## config.mk

```make
export PLATFORM = sky130hd
export DESIGN_NAME = life_support_controller_flat
export DESIGN_NICKNAME = d
export VERILOG_FILES = /design/src/rtl/life_support_controller_if.sv /design/src/rtl/life_support_controller.sv /design/src/flat_wrapper.sv
export SDC_FILE = /design/constraint.sdc
export NUM_CORES = 1
export LEC_CHECK = 0
export BUFFER_PORTS_ARGS = -buffer_cell sky130_fd_sc_hd__clkbuf_2
export CORE_UTILIZATION = 32
export DETAILED_ROUTE_END_ITERATION = 12
export HOLD_SLACK_MARGIN = 0.15
export PLACE_DENSITY = 0.85
export SLEW_MARGIN = 40
export SYNTH_ARGS = -nofsm -noshare
export SYNTH_HDL_FRONTEND = slang
export SYNTH_SLANG_ARGS = --single-unit
```

## constraint.sdc

```tcl
create_clock -name clk -period 4.7 [get_ports clk]
set_clock_uncertainty 0.15 [all_clocks]
set_input_delay 0.94 -clock clk [delete_from_list [all_inputs] [get_ports clk]]
set_output_delay 0.94 -clock clk [all_outputs]
set_load 0.005 [all_outputs]
```

## src/rtl/life_support_controller_if.sv

```systemverilog
// rtl/life_support_controller_if.sv - telemetry/command bundle between plant side and supervisory controller
interface life_support_controller_if #(
    parameter int N = 32
);
    logic [N-1:0] shield;
    logic [N-1:0] temp;
    logic [N-1:0] pwr;
    logic [N-1:0] o2;
    logic         fatal;
    logic         threat;
    logic [3:0]   mode;
    logic         chrg;
    logic         o2sup;
    logic         alarm;
    logic [2:0]   state;

    modport master (
        output shield, temp, pwr, o2, fatal, threat,
        input  mode, chrg, o2sup, alarm, state
    );

    modport slave (
        input  shield, temp, pwr, o2, fatal, threat,
        output mode, chrg, o2sup, alarm, state
    );
endinterface

```

## src/rtl/life_support_controller.sv

```systemverilog
// rtl/life_support_controller.sv - supervisory FSM with hysteresis and minimum dwell driving plant commands
module life_support_controller #(
    parameter int N        = 32,
    parameter int SH_LOW   = 50,
    parameter int SH_HIGH  = 100,
    parameter int PWR_LOW  = 20,
    parameter int PWR_HIGH = 200,
    parameter int O2_LOW   = 30,
    parameter int O2_HIGH  = 90,
    parameter int TEMP_HOT = 90,
    parameter int DWELL    = 8
) (
    input  logic                      clk,
    input  logic                      rst,
    life_support_controller_if.slave  bus
);
    localparam int CW = $clog2(DWELL + 1);

    typedef enum logic [2:0] {
        CRUISE   = 3'd0,
        DEFEND   = 3'd1,
        STEALTH  = 3'd2,
        RECHARGE = 3'd3,
        EMERG    = 3'd4
    } state_t;

    state_t        cur;
    state_t        nxt;
    logic [CW-1:0] cnt;
    logic [3:0]    mode_q;
    logic          chrg_q;
    logic          o2sup_q;
    logic          alarm_q;

    logic dwell_done;
    logic pwr_low;
    logic pwr_full;
    logic shield_low;
    logic shield_full;
    logic hot;
    logic o2_low;
    logic o2_below_high;
    logic stealth_ok;

    assign dwell_done    = (cnt == CW'(DWELL));
    assign pwr_low       = (bus.pwr < N'(PWR_LOW));
    assign pwr_full      = (bus.pwr >= N'(PWR_HIGH));
    assign shield_low    = (bus.shield < N'(SH_LOW));
    assign shield_full   = (bus.shield >= N'(SH_HIGH));
    assign hot           = (bus.temp >= N'(TEMP_HOT));
    assign o2_low        = (bus.o2 < N'(O2_LOW));
    assign o2_below_high = (bus.o2 < N'(O2_HIGH));
    assign stealth_ok    = bus.threat && shield_low && !hot;

    // Next-state selection; branch order within each state encodes priority.
    always_comb begin
        nxt = cur;
        if (bus.fatal) begin
            nxt = EMERG;
        end else begin
            case (cur)
                EMERG: nxt = CRUISE;
                CRUISE: begin
                    if (pwr_low)         nxt = RECHARGE;
                    else if (stealth_ok) nxt = STEALTH;
                    else if (bus.threat) nxt = DEFEND;
                end
                DEFEND: begin
                    if (pwr_low)                                      nxt = RECHARGE;
                    else if (dwell_done && stealth_ok)                nxt = STEALTH;
                    else if (dwell_done && !bus.threat && shield_full) nxt = CRUISE;
                end
                STEALTH: begin
                    if (hot)                             nxt = DEFEND;
                    else if (pwr_low)                    nxt = RECHARGE;
                    else if (dwell_done && !bus.threat)  nxt = CRUISE;
                end
                RECHARGE: begin
                    if (dwell_done && pwr_full) nxt = CRUISE;
                end
                default: nxt = CRUISE;
            endcase
        end
    end

    always_ff @(posedge clk) begin
        if (rst) begin
            cur     <= CRUISE;
            cnt     <= '0;
            mode_q  <= 4'b0000;
            chrg_q  <= 1'b0;
            o2sup_q <= 1'b0;
            alarm_q <= 1'b0;
        end else begin
            cur <= nxt;
            if (nxt != cur)      cnt <= '0;
            else if (!dwell_done) cnt <= cnt + CW'(1);

            case (nxt)
                DEFEND:  mode_q <= 4'b0100;
                STEALTH: mode_q <= 4'b1000;
                default: mode_q <= 4'b0000;
            endcase
            chrg_q  <= (nxt == RECHARGE) || (nxt == EMERG);
            // Supply latches on below O2_LOW and holds until O2_HIGH is reached.
            o2sup_q <= (nxt == EMERG) || o2_low || (o2sup_q && o2_below_high);
            alarm_q <= (nxt == EMERG) || o2_low;
        end
    end

    assign bus.state = cur;
    assign bus.mode  = mode_q;
    assign bus.chrg  = chrg_q;
    assign bus.o2sup = o2sup_q;
    assign bus.alarm = alarm_q;
endmodule

```

## src/flat_wrapper.sv

```systemverilog
// flat-port wrapper written by rule: the top's interface ports become plain ports
module life_support_controller_flat 
#(
    parameter int N        = 32,
    parameter int SH_LOW   = 50,
    parameter int SH_HIGH  = 100,
    parameter int PWR_LOW  = 20,
    parameter int PWR_HIGH = 200,
    parameter int O2_LOW   = 30,
    parameter int O2_HIGH  = 90,
    parameter int TEMP_HOT = 90,
    parameter int DWELL    = 8
)
  (clk, rst, bus_shield, bus_temp, bus_pwr, bus_o2, bus_fatal, bus_threat, bus_mode, bus_chrg, bus_o2sup, bus_alarm, bus_state);
  life_support_controller_if #(.N(N)) bus_i ();
  input  logic clk;
  input  logic rst;
  input wire logic [$bits(bus_i.shield)-1:0] bus_shield;
  input wire logic [$bits(bus_i.temp)-1:0] bus_temp;
  input wire logic [$bits(bus_i.pwr)-1:0] bus_pwr;
  input wire logic [$bits(bus_i.o2)-1:0] bus_o2;
  input wire logic [$bits(bus_i.fatal)-1:0] bus_fatal;
  input wire logic [$bits(bus_i.threat)-1:0] bus_threat;
  output wire logic [$bits(bus_i.mode)-1:0] bus_mode;
  output wire logic [$bits(bus_i.chrg)-1:0] bus_chrg;
  output wire logic [$bits(bus_i.o2sup)-1:0] bus_o2sup;
  output wire logic [$bits(bus_i.alarm)-1:0] bus_alarm;
  output wire logic [$bits(bus_i.state)-1:0] bus_state;
  assign bus_i.shield = bus_shield;
  assign bus_i.temp = bus_temp;
  assign bus_i.pwr = bus_pwr;
  assign bus_i.o2 = bus_o2;
  assign bus_i.fatal = bus_fatal;
  assign bus_i.threat = bus_threat;
  assign bus_mode = bus_i.mode;
  assign bus_chrg = bus_i.chrg;
  assign bus_o2sup = bus_i.o2sup;
  assign bus_alarm = bus_i.alarm;
  assign bus_state = bus_i.state;
  life_support_controller #(.N(N), .SH_LOW(SH_LOW), .SH_HIGH(SH_HIGH), .PWR_LOW(PWR_LOW), .PWR_HIGH(PWR_HIGH), .O2_LOW(O2_LOW), .O2_HIGH(O2_HIGH), .TEMP_HOT(TEMP_HOT), .DWELL(DWELL)) u_core (.clk(clk), .rst(rst), .bus(bus_i));
endmodule
```

# --- After elaboration in Yosys (flattened, before gate mapping) ---
# Index checks and enable logic that the tools add are counted.
word_totals:
  reg_bits: 14
op_classes:
  n_reduce_logical: 14
  add_sub_neg: 1
  mux: 13
  n_eq_ne: 9
  order_cmp: 7
op_table:
  columns: ["operator", "n"]
  rows:
  - ["$ge 32x7->1 const B", 2]
  - ["$lt 32x5->1 const B", 2]
  - ["$mux 3", 11]
  - ["$ge 32x8->1 const B", 1]
  - ["$lt 32x6->1 const B", 1]
  - ["$lt 32x7->1 const B", 1]
  - ["$eq 3x2->1 const B", 4]
  - ["$pmux 3 s4", 1]
  - ["$pmux 4 s2", 1]
  - ["$logic_and 1x1->1", 7]
  - ["$eq 3x1->1 const B", 2]
  - ["$add 4x1->4 const B", 1]
  - ["$eq 4x4->1 const B", 1]
  - ["$eq 3x3->1 const B", 1]
  - ["$logic_not 3->1", 1]
  - ["$logic_or 1x1->1", 3]
  - ["$ne 3x3->1", 1]
  - ["$logic_not 1->1", 2]
  - ["$reduce_or 2->1", 1]

# --- Logic depth before layout (Yosys ltp) ---
# Gate-level depths: netlist of the first run.
logic_depth:
  word_depth: 11
  depth_mapped: 9

# --- Least setup slack after synthesis of the first run ---
# OpenSTA, ideal clock, no wires.
synth_path:
  path_type: "input to register"
  start: "input port bus_temp[31]"
  end: "register u_core.cnt[1]"
  path_stages: 8
  path_slack_ns: 1.933
  setup_time_ns: 0.131
  t_arrival_ns: 2.487
  required_time_ns: 4.419
  cell_sequence: "nor4_2 > nand4_1 > a211oi_2 > nand3_2 > a221oi_2 > o41ai_2 > o311ai_4 > nor3_1"
synth_between:
  elab_chain_cells: 10
  word_cells_on_any_way: 13
  cone_classes: "1 x order compare; 1 x eq/ne; 7 x mux; 4 x reduce/logical"
synth_rtl:
  columns: ["element", "line", "rtl"]
  rows:
  - ["from (decl)", "flat_wrapper.sv:19", "input wire logic [$bits(bus_i.temp)-1:0] bus_temp;"]
  - ["$ge 32x7->1 (*)", "life_support_controller.sv:50", "assign hot = (bus.temp >= N'(TEMP_HOT));"]
  - ["$logic_not 1->1", "life_support_controller.sv:53", "assign stealth_ok = bus.threat && shield_low && !hot;"]
  - ["$logic_and 1x1->1", "life_support_controller.sv:53", null]
  - ["$logic_and 1x1->1", "life_support_controller.sv:70", "else if (dwell_done && stealth_ok) nxt = STEALTH;"]
  - ["$mux 3", "life_support_controller.sv:70", null]
  - ["$mux 3", "life_support_controller.sv:69", "if (pwr_low) nxt = RECHARGE;"]
  - ["$pmux 3 s4 (*)", "life_support_controller.sv:61", "case (cur)"]
  - ["$mux 3 (*)", "life_support_controller.sv:58", "if (bus.fatal) begin"]
  - ["$ne 3x3->1 (*)", "life_support_controller.sv:96", "if (nxt != cur) cnt <= '0;"]
  - ["$reduce_or 2->1 (no source line) (*)", null, null]
  - ["to (signal assigned)", "life_support_controller.sv:97", "else if (!dwell_done) cnt <= cnt + CW'(1);"]
  - ["to (decl)", "life_support_controller.sv:29", "logic [CW-1:0] cnt;"]
# Every way passes the cells marked *; elsewhere a longest branch is shown, timed or not.
# A chain may end at the register's enable or synchronous reset.

# --- Final worst setup path of the first run ---
# Ends and elaborated chain as after synthesis.

==> results of run 1 <==
==> stage by stage <==
| step | total power, mW | utilization, % | area (um2) |
|---|---|---|---|
| 2_1_floorplan | 0.136 | - | 982 |
| 3_3_place_gp | 0.195 | 59.1 | 1670 |
| 3_5_place_dp | 0.197 | 59.1 | 1670 |
| 4_1_cts | 0.260 | 59.9 | 1700 |
| 5_1_grt | 0.274 | 59.9 | 1700 |
| 6_report | 0.257 | 59.9 | 1700 |
==> cells by family (layout without fill, tap and decap cells) <==
| logic type | count (synthesis) | count (layout) | share of synthesized area [%] |
|---|---|---|---|
| flip-flops | 12 | 12 | 24.6 |
| other | 1 | 2 | 0.383 |
| buffers and inverters | 9 | 143 | 4.22 |
| AO/OA/AOI/OAI | 26 | 26 | 23.9 |
| AND/OR/NAND/NOR | 69 | 69 | 41.7 |
| XOR/XNOR | 3 | 3 | 2.69 |
| adder cells (fa/ha/maj) | 2 | 2 | 2.56 |
==> routing by layer <==
metal / part of all wire, % / wire (um)
met1: 37 / 1340
met3: 12 / 428
met2: 51 / 1860
met4: 0.58 / 21
met5: 0 / 0
==> registers in the layout (all words and copies together) (netlist names) <==
name              flops
u_core.cnt            4
u_core.bus.state      3
u_core.bus.mode       2
u_core.bus.alarm      1
u_core.bus.chrg       1
u_core.bus.o2sup      1
==> worst reg2reg max path: stages, from the launching register on <==
cell and delay [ps]:
dfxtp_1 330, inv_1 80, ha_1 140, nand3b_1 200
o21bai_1 260, o21a_1 180, a31oi_1 210, o31ai_1 90
a31oi_1 310, nor3_1 110
==> layout make-up <==
type / instances / area share, %
multi-input combinational: 102 / 41.3
sequential: 12 / 14.2
tap: 31 / 2.29
timing repair buffer: 134 / 39.6
clock buffer: 3 / 1.33
inverter: 6 / 1.33
==> layout by cell type (no fill, tap or decap), types with 3 or more instances in the layout <==
master and n:
dfxtp_1 12, nor4_2 3, nor2_1 13, clkbuf_4 3, nor3_1 9, nand4_1 6
nor4_1 22, a21oi_1 3, nand3_1 6, inv_1 6, clkbuf_2 134
==> final timing paths <==
kind	from	to	slack [ps]
max	bus_temp[31]	u_core.cnt[1]	1790
min reg2reg	u_core.bus.o2sup	u_core.bus.o2sup	350
min	u_core.bus.o2sup	u_core.bus.o2sup	350
max reg2reg	u_core.cnt[1]	u_core.cnt[1]	2530
==> power breakdown <==
| part | internal [mW] | switching, mW | leakage [nW] |
|---|---|---|---|
| Sequential | 0.105 | 0.00338 | 0.0982 |
| Clock | 0.0297 | 0.0334 | 0.0138 |
| Combinational | 0.0514 | 0.0342 | 0.752 |
==> metrics.cfg, run 1 <==
[outcome]
status = finished, violations left
violations = DRC

[timing]
rsz0062_at_grt = false
hold_ws_ps = 354
period_minus_slack_ps = 2910
finalCritPeriodShare_pct = 61.9
final.setup.tns_ps = 0
max_freq_ghz = 0.344
finalSetupViolations = 0
hold_violations = 0
setup_slack_ps = 1790
slew_violations = 0

[grt]
grtUsageMet2_pct = 43.7
use_met1_pct = 24.4
grt.total_usage_pct = 22.7
grt_antenna_before_repair = 0
grt_pass1_wl_mm = 5.70
grt_pass1_vias = 1425
overflow = 0
grtUsageMet3_pct = 5.90
grt_busiest_layer = met2
grt_max_degree = 10

[worst_setup_path]
critPathBufInv = 1
reg2reg_depth = 9
critPathSlowestCell = nor4_2
path_class = in2reg
startpoint_type = input pin
crit_cells = 9
cp_top_family = compound AO/OA/AOI/OAI gates
crit_arrival_ps = 2910
crit_chain = clkbuf_2 -> nor4_2 -> nand4_1 -> a211oi_2 -> nand3_2 -> a221oi_2 -> o41ai_2 -> o311ai_4 -> nor3_1
cp.required_ps = 4700
crit_path_max_fanout = 4
slowest_delay_ps = 380
crit_path_end_kind = flip-flop

[routing]
vias_per_cell = 5.26
wl_per_cell_um = 12.7
first_pass_iters = 8
route.vias.total = 1514
drc = 8
ant_nets = 0
finalWirelength_mm = 3.65
drtIter0Drc = 38

[floorplan]
die-area_um2 = 3280
coreArea_um2 = 2830
fp-row-count = 19
die_h_um = 57.3
io_pins = 142
dieWidth_um = 57.3
initial_core_util_pct = 34.6

[cells_and_area]
num_antenna_cells = 0
num-fill-cells = 293
drive_above_1_share_pct = 58.0
multi_input_area_um2 = 701
final_cells = 288
nets = 393
area_growth_pct = 73.3
seq_area_um2 = 240

[power_and_ir_drop]
p_leak_nw = 0.864
ir_worst_vdd_mv = 0.103
cellPowerDensity_nw_per_um2 = 152

[synth]
synth-edff-count = 0
synthTopCellsByCount = nor4_1, nor2_1, dfxtp_1, nor3_1
syn_area_um2 = 978
syn_area_per_cell_um2 = 8.02
synth_most_common_cell = nor4_1
ys_top_cells_by_area = dfxtp_1, nor4_1, nor2_1
yosysSeqAreaShare_pct = 24.6
yosysWarnings = 0
synth-seq-cells = 12
netlist_instances = 122
synthArstFlopShare_pct = 0
synth.distinct_cells = 40
netlist.area_leader.share_pct = 24.6
yosysTopAreaCell = dfxtp_1
ys.flop_type = dfxtp_1

[placed_design]
dp_hpwl_mm = 3.37
pre_cts_ws_ps = 1530
gp_congestion = 0.806
io_buffers = 134
dp.cells = 285

[clock_network]
cts_buffers = 3
cts.sinks = 12
post_cts_resized = 0
clk_pin_slew_worst_paths_ps = 70
htree_num_levels = 1
cts.path.max_buffers = 2
cts_hold_buf = 0
clockRootBuffer = clkbuf_4
clock_latency_ps = 270
postCtsSetupBuffers = 0
cts_tree = built

[run]
cap_violations = 0

[worst_hold_path]
hold_path_class = reg2reg
min_delay_path_depth = 1

Note: power is estimated with default switching activity, not from simulation.
==> inputs of run 2 (changes only) <==
--- a/config.mk
+++ b/config.mk
@@ -5,11 +5,12 @@
 export SDC_FILE = /design/constraint.sdc
 export NUM_CORES = 1
 export LEC_CHECK = 0
+export ABC_AREA = 1
 export BUFFER_PORTS_ARGS = -buffer_cell sky130_fd_sc_hd__clkbuf_2
-export CORE_UTILIZATION = 32
+export CORE_UTILIZATION = 33
 export DETAILED_ROUTE_END_ITERATION = 12
 export HOLD_SLACK_MARGIN = 0.15
-export PLACE_DENSITY = 0.85
+export PLACE_DENSITY = 0.78
 export SLEW_MARGIN = 40
 export SYNTH_ARGS = -nofsm -noshare
 export SYNTH_HDL_FRONTEND = slang
==> constraint.sdc (replaced) <==
create_clock -name clk -period 2.4 [get_ports clk]
set_clock_uncertainty 0.15 [all_clocks]
set_input_delay 0.48 -clock clk [delete_from_list [all_inputs] [get_ports clk]]
set_output_delay 0.48 -clock clk [all_outputs]
set_load 0.005 [all_outputs]
==> run 2 against run 1 <==
Net effect: the flow now finishes without violations; routed wire length grew 11%; sequential power increased by 98%; worst hold slack lost 28 ps; largest cell class unchanged; highest routed layer is now met3.
==> metrics.cfg, run 2 <==
[synth]
synthTopCellsByCount = nor2_1, nand2_1, inv_1, nand3_1, dfxtp_1  ; was nor4_1, nor2_1, dfxtp_1, nor3_1
synth_fa_ha_area_share_pct = 1.76  ; was 2.56%
synth_top_family_by_area = simple AND/OR/NAND/NOR gates  ; unchanged
netlist_instances = 266  ; was 122
synth_xor_area_share_pct = 1.85  ; was 2.69%
syn_area_um2 = 1420  ; was 978 um2
synth_compound_area_share_pct = 5.71  ; was 23.9%
ys.flop_type = dfxtp_1  ; unchanged
netlist.area_leader.share_pct = 20.6  ; was 24.6%
synth.distinct_cells = 28  ; was 40
synthArstFlopShare_pct = 0  ; unchanged
syn_area_per_cell_um2 = 5.35  ; was 8.02 um2
synth-edff-count = 0  ; unchanged
yosysWarnings = 0  ; unchanged
yosys.area_share.simple_pct = 61.2  ; was 41.7%
synthMuxAreaShare_pct = 0  ; unchanged
synth_most_common_cell = nor2_1  ; was nor4_1
synth-seq-cells = 12  ; unchanged
yosysSeqAreaShare_pct = 16.9  ; was 24.6%
yosysTopAreaCell = nor2_1  ; was dfxtp_1
ys_top_cells_by_area = nor2_1, dfxtp_1, nand2_1  ; was dfxtp_1, nor4_1, nor2_1

[floorplan]
coreArea_um2 = 4060  ; was 2830 um2
die-area_um2 = 4580  ; was 3280 um2
initial_core_util_pct = 35.1  ; was 34.6%
dieWidth_um = 67.7  ; was 57.3 um
die_h_um = 67.7  ; was 57.3 um
io_pins = 142  ; unchanged
fp-row-count = 23  ; was 19

[routing]
drc = 0  ; was 8
wl_per_cell_um = 8.90  ; was 12.7 um
drtIter0Drc = 11  ; was 38
ant_nets = 0  ; unchanged
route.vias.total = 2028  ; was 1514
finalWirelength_mm = 4.03  ; was 3.65 mm
first_pass_iters = 4  ; was 8
vias_per_cell = 4.48  ; was 5.26

[cells_and_area]
area_growth_pct = 54.6  ; was 73.3%
nets = 538  ; was 393
num_antenna_cells = 0  ; unchanged
largest_register_ffs = 4  ; unchanged
regMostFlops = u_core.cnt  ; unchanged
finalInstanceArea_um2 = 2200  ; was 1700 um2
layout_commonest_cell = clkbuf_2  ; unchanged
final_util_pct = 54.2  ; was 59.9%
final_cells = 453  ; was 288
final_cell_mix = clkbuf_2, nor2_1, nand2_1, inv_1, nand3_1  ; was clkbuf_2, nor4_1, nor2_1, dfxtp_1, nor3_1
drive_above_1_share_pct = 40.2  ; was 58.0%

[worst_setup_path]
path_class = reg2reg  ; was in2reg
crit_path_max_fanout = 5  ; was 4
startpoint_type = flip-flop  ; was input pin
crit_path_end_kind = flip-flop  ; unchanged
r2r_slack_ps = 430  ; was 2530 ps
cp.required_ps = 2410  ; was 4700 ps
reg2reg_depth = 12  ; was 9
r2r_end = u_core.cnt[0]  ; was u_core.cnt[1]
crit_arrival_ps = 1980  ; was 2910 ps
r2r_start = u_core.cnt[0]  ; was u_core.cnt[1]

[power_and_ir_drop]
p_leak_nw = 1.26  ; was 0.864 nW
cellPowerDensity_nw_per_um2 = 290  ; was 152 nW/um2
ir_worst_vdd_mv = 0.251  ; was 0.103 mV

[run]
cap_violations = 0  ; unchanged

[timing]
hold_violations = 0  ; unchanged
rsz0062_at_grt = false  ; unchanged
finalCritPeriodShare_pct = 82.1
max_freq_ghz = 0.507
slew_violations = 0  ; unchanged
final.setup.tns_ps = 0  ; unchanged
period_minus_slack_ps = 1970
finalSetupViolations = 0  ; unchanged

[placed_design]
dp.cells = 449  ; was 285
io_buffers = 134  ; unchanged
gp_congestion = 0.835  ; was 0.806
place_area_um2 = 2150  ; was 1670 um2
dp_hpwl_mm = 3.70  ; was 3.37 mm

[clock_network]
clk_pin_slew_worst_paths_ps = 50  ; was 70 ps
post_cts_resized = 0  ; unchanged
cts_hold_buf = 0  ; unchanged
postCtsSetupBuffers = 0  ; unchanged
cts.path.max_buffers = 2  ; unchanged
clockRootBuffer = clkbuf_8  ; was clkbuf_4
cts.sinks = 12  ; unchanged
cts_buffers = 3  ; unchanged
clock_latency_ps = 240  ; was 270 ps
cts_tree = built  ; unchanged
htree_num_levels = 1  ; unchanged

[grt]
overflow = 0  ; unchanged
grt.total_usage_pct = 17.9  ; was 22.7%
grt_antenna_before_repair = 0  ; unchanged
grt_max_degree = 8  ; was 10
grt_pass1_wl_mm = 6.49  ; was 5.70 mm
grt_pass1_vias = 1817  ; was 1425

[worst_hold_path]
min-delay-start = rst  ; was u_core.bus.o2sup
whs_endpoint = u_core.bus.state[1]  ; was u_core.bus.o2sup
min_delay_path_depth = 2  ; was 1
hold_path_class = in2reg  ; was reg2reg

[outcome]
status = completed  ; was finished, violations left

==> run 2: how the worst max path moves through the flow <==
stage                  start            end  depth (start not counted)
2_1_floorplan     bus_pwr[8]  u_core.cnt[0]                         13
3_3_place_gp    bus_temp[14]  u_core.cnt[2]                         15
3_5_place_dp    bus_temp[22]  u_core.cnt[2]                         15
4_1_cts        u_core.cnt[0]  u_core.cnt[0]                         12
5_1_grt        u_core.cnt[0]  u_core.cnt[0]                         12
6_report       u_core.cnt[0]  u_core.cnt[0]                         12
==> run 2: routing by layer <==
metal	wire length, um	up-vias	GRT usage (%)
met3	362	0	2.87
met2	2160	100	40.3
met1	1520	836	16.2
met5	0	-	0
li1	-	1092	-
met4	0	0	1.60
==> run 2: stage by stage <==
stage          hold slack, ps  power (mW)  worst slack (ps)
2_1_floorplan             326       0.300               601
3_3_place_gp              336       0.420               332
3_5_place_dp              358       0.426               294
4_1_cts                   322       0.646               390
5_1_grt                   340       0.687               202
6_report                  326       0.638               429
==> run 2: logic make-up (layout without fill, tap and decap cells) <==
family	after synthesis	after routing
xor gates and xnor gates	3	3
and+or+nand+nor	189	189
buffers and inverters	45	181
AOI/OAI and AO/OA	14	14
DFF	12	12
adders and majority gates	2	2
other	1	2
==> run 2: cell type report <==
class / instances / area [um2]
Clock buffer: 4 / 55.1
Fill cell: 413 / 1860
Inverter: 43 / 161
Multi-Input combinational cell: 210 / 1010
Sequential cell: 12 / 240
Tap cell: 50 / 62.6
Timing Repair Buffer: 134 / 671
==> run 2: power breakdown <==
| part | switching (mW) | leakage [nW] | internal (mW) |
|---|---|---|---|
| Combinational | 0.0949 | 1.14 | 0.112 |
| Clock | 0.0721 | 0.0288 | 0.145 |
| Sequential | 0.00726 | 0.0983 | 0.207 |
==> run 2: worst max-delay path: stages, from the launching register on <==
cell	delay, ps
dfxtp_1	350
inv_1	70
ha_1	150
nand3_2	140
nor2_1	170
nor2_1	50
nor2_1	90
nor2_1	60
nor2_2	130
nand3_4	120
nand3_1	120
nand3_4	110
nor3_2	170
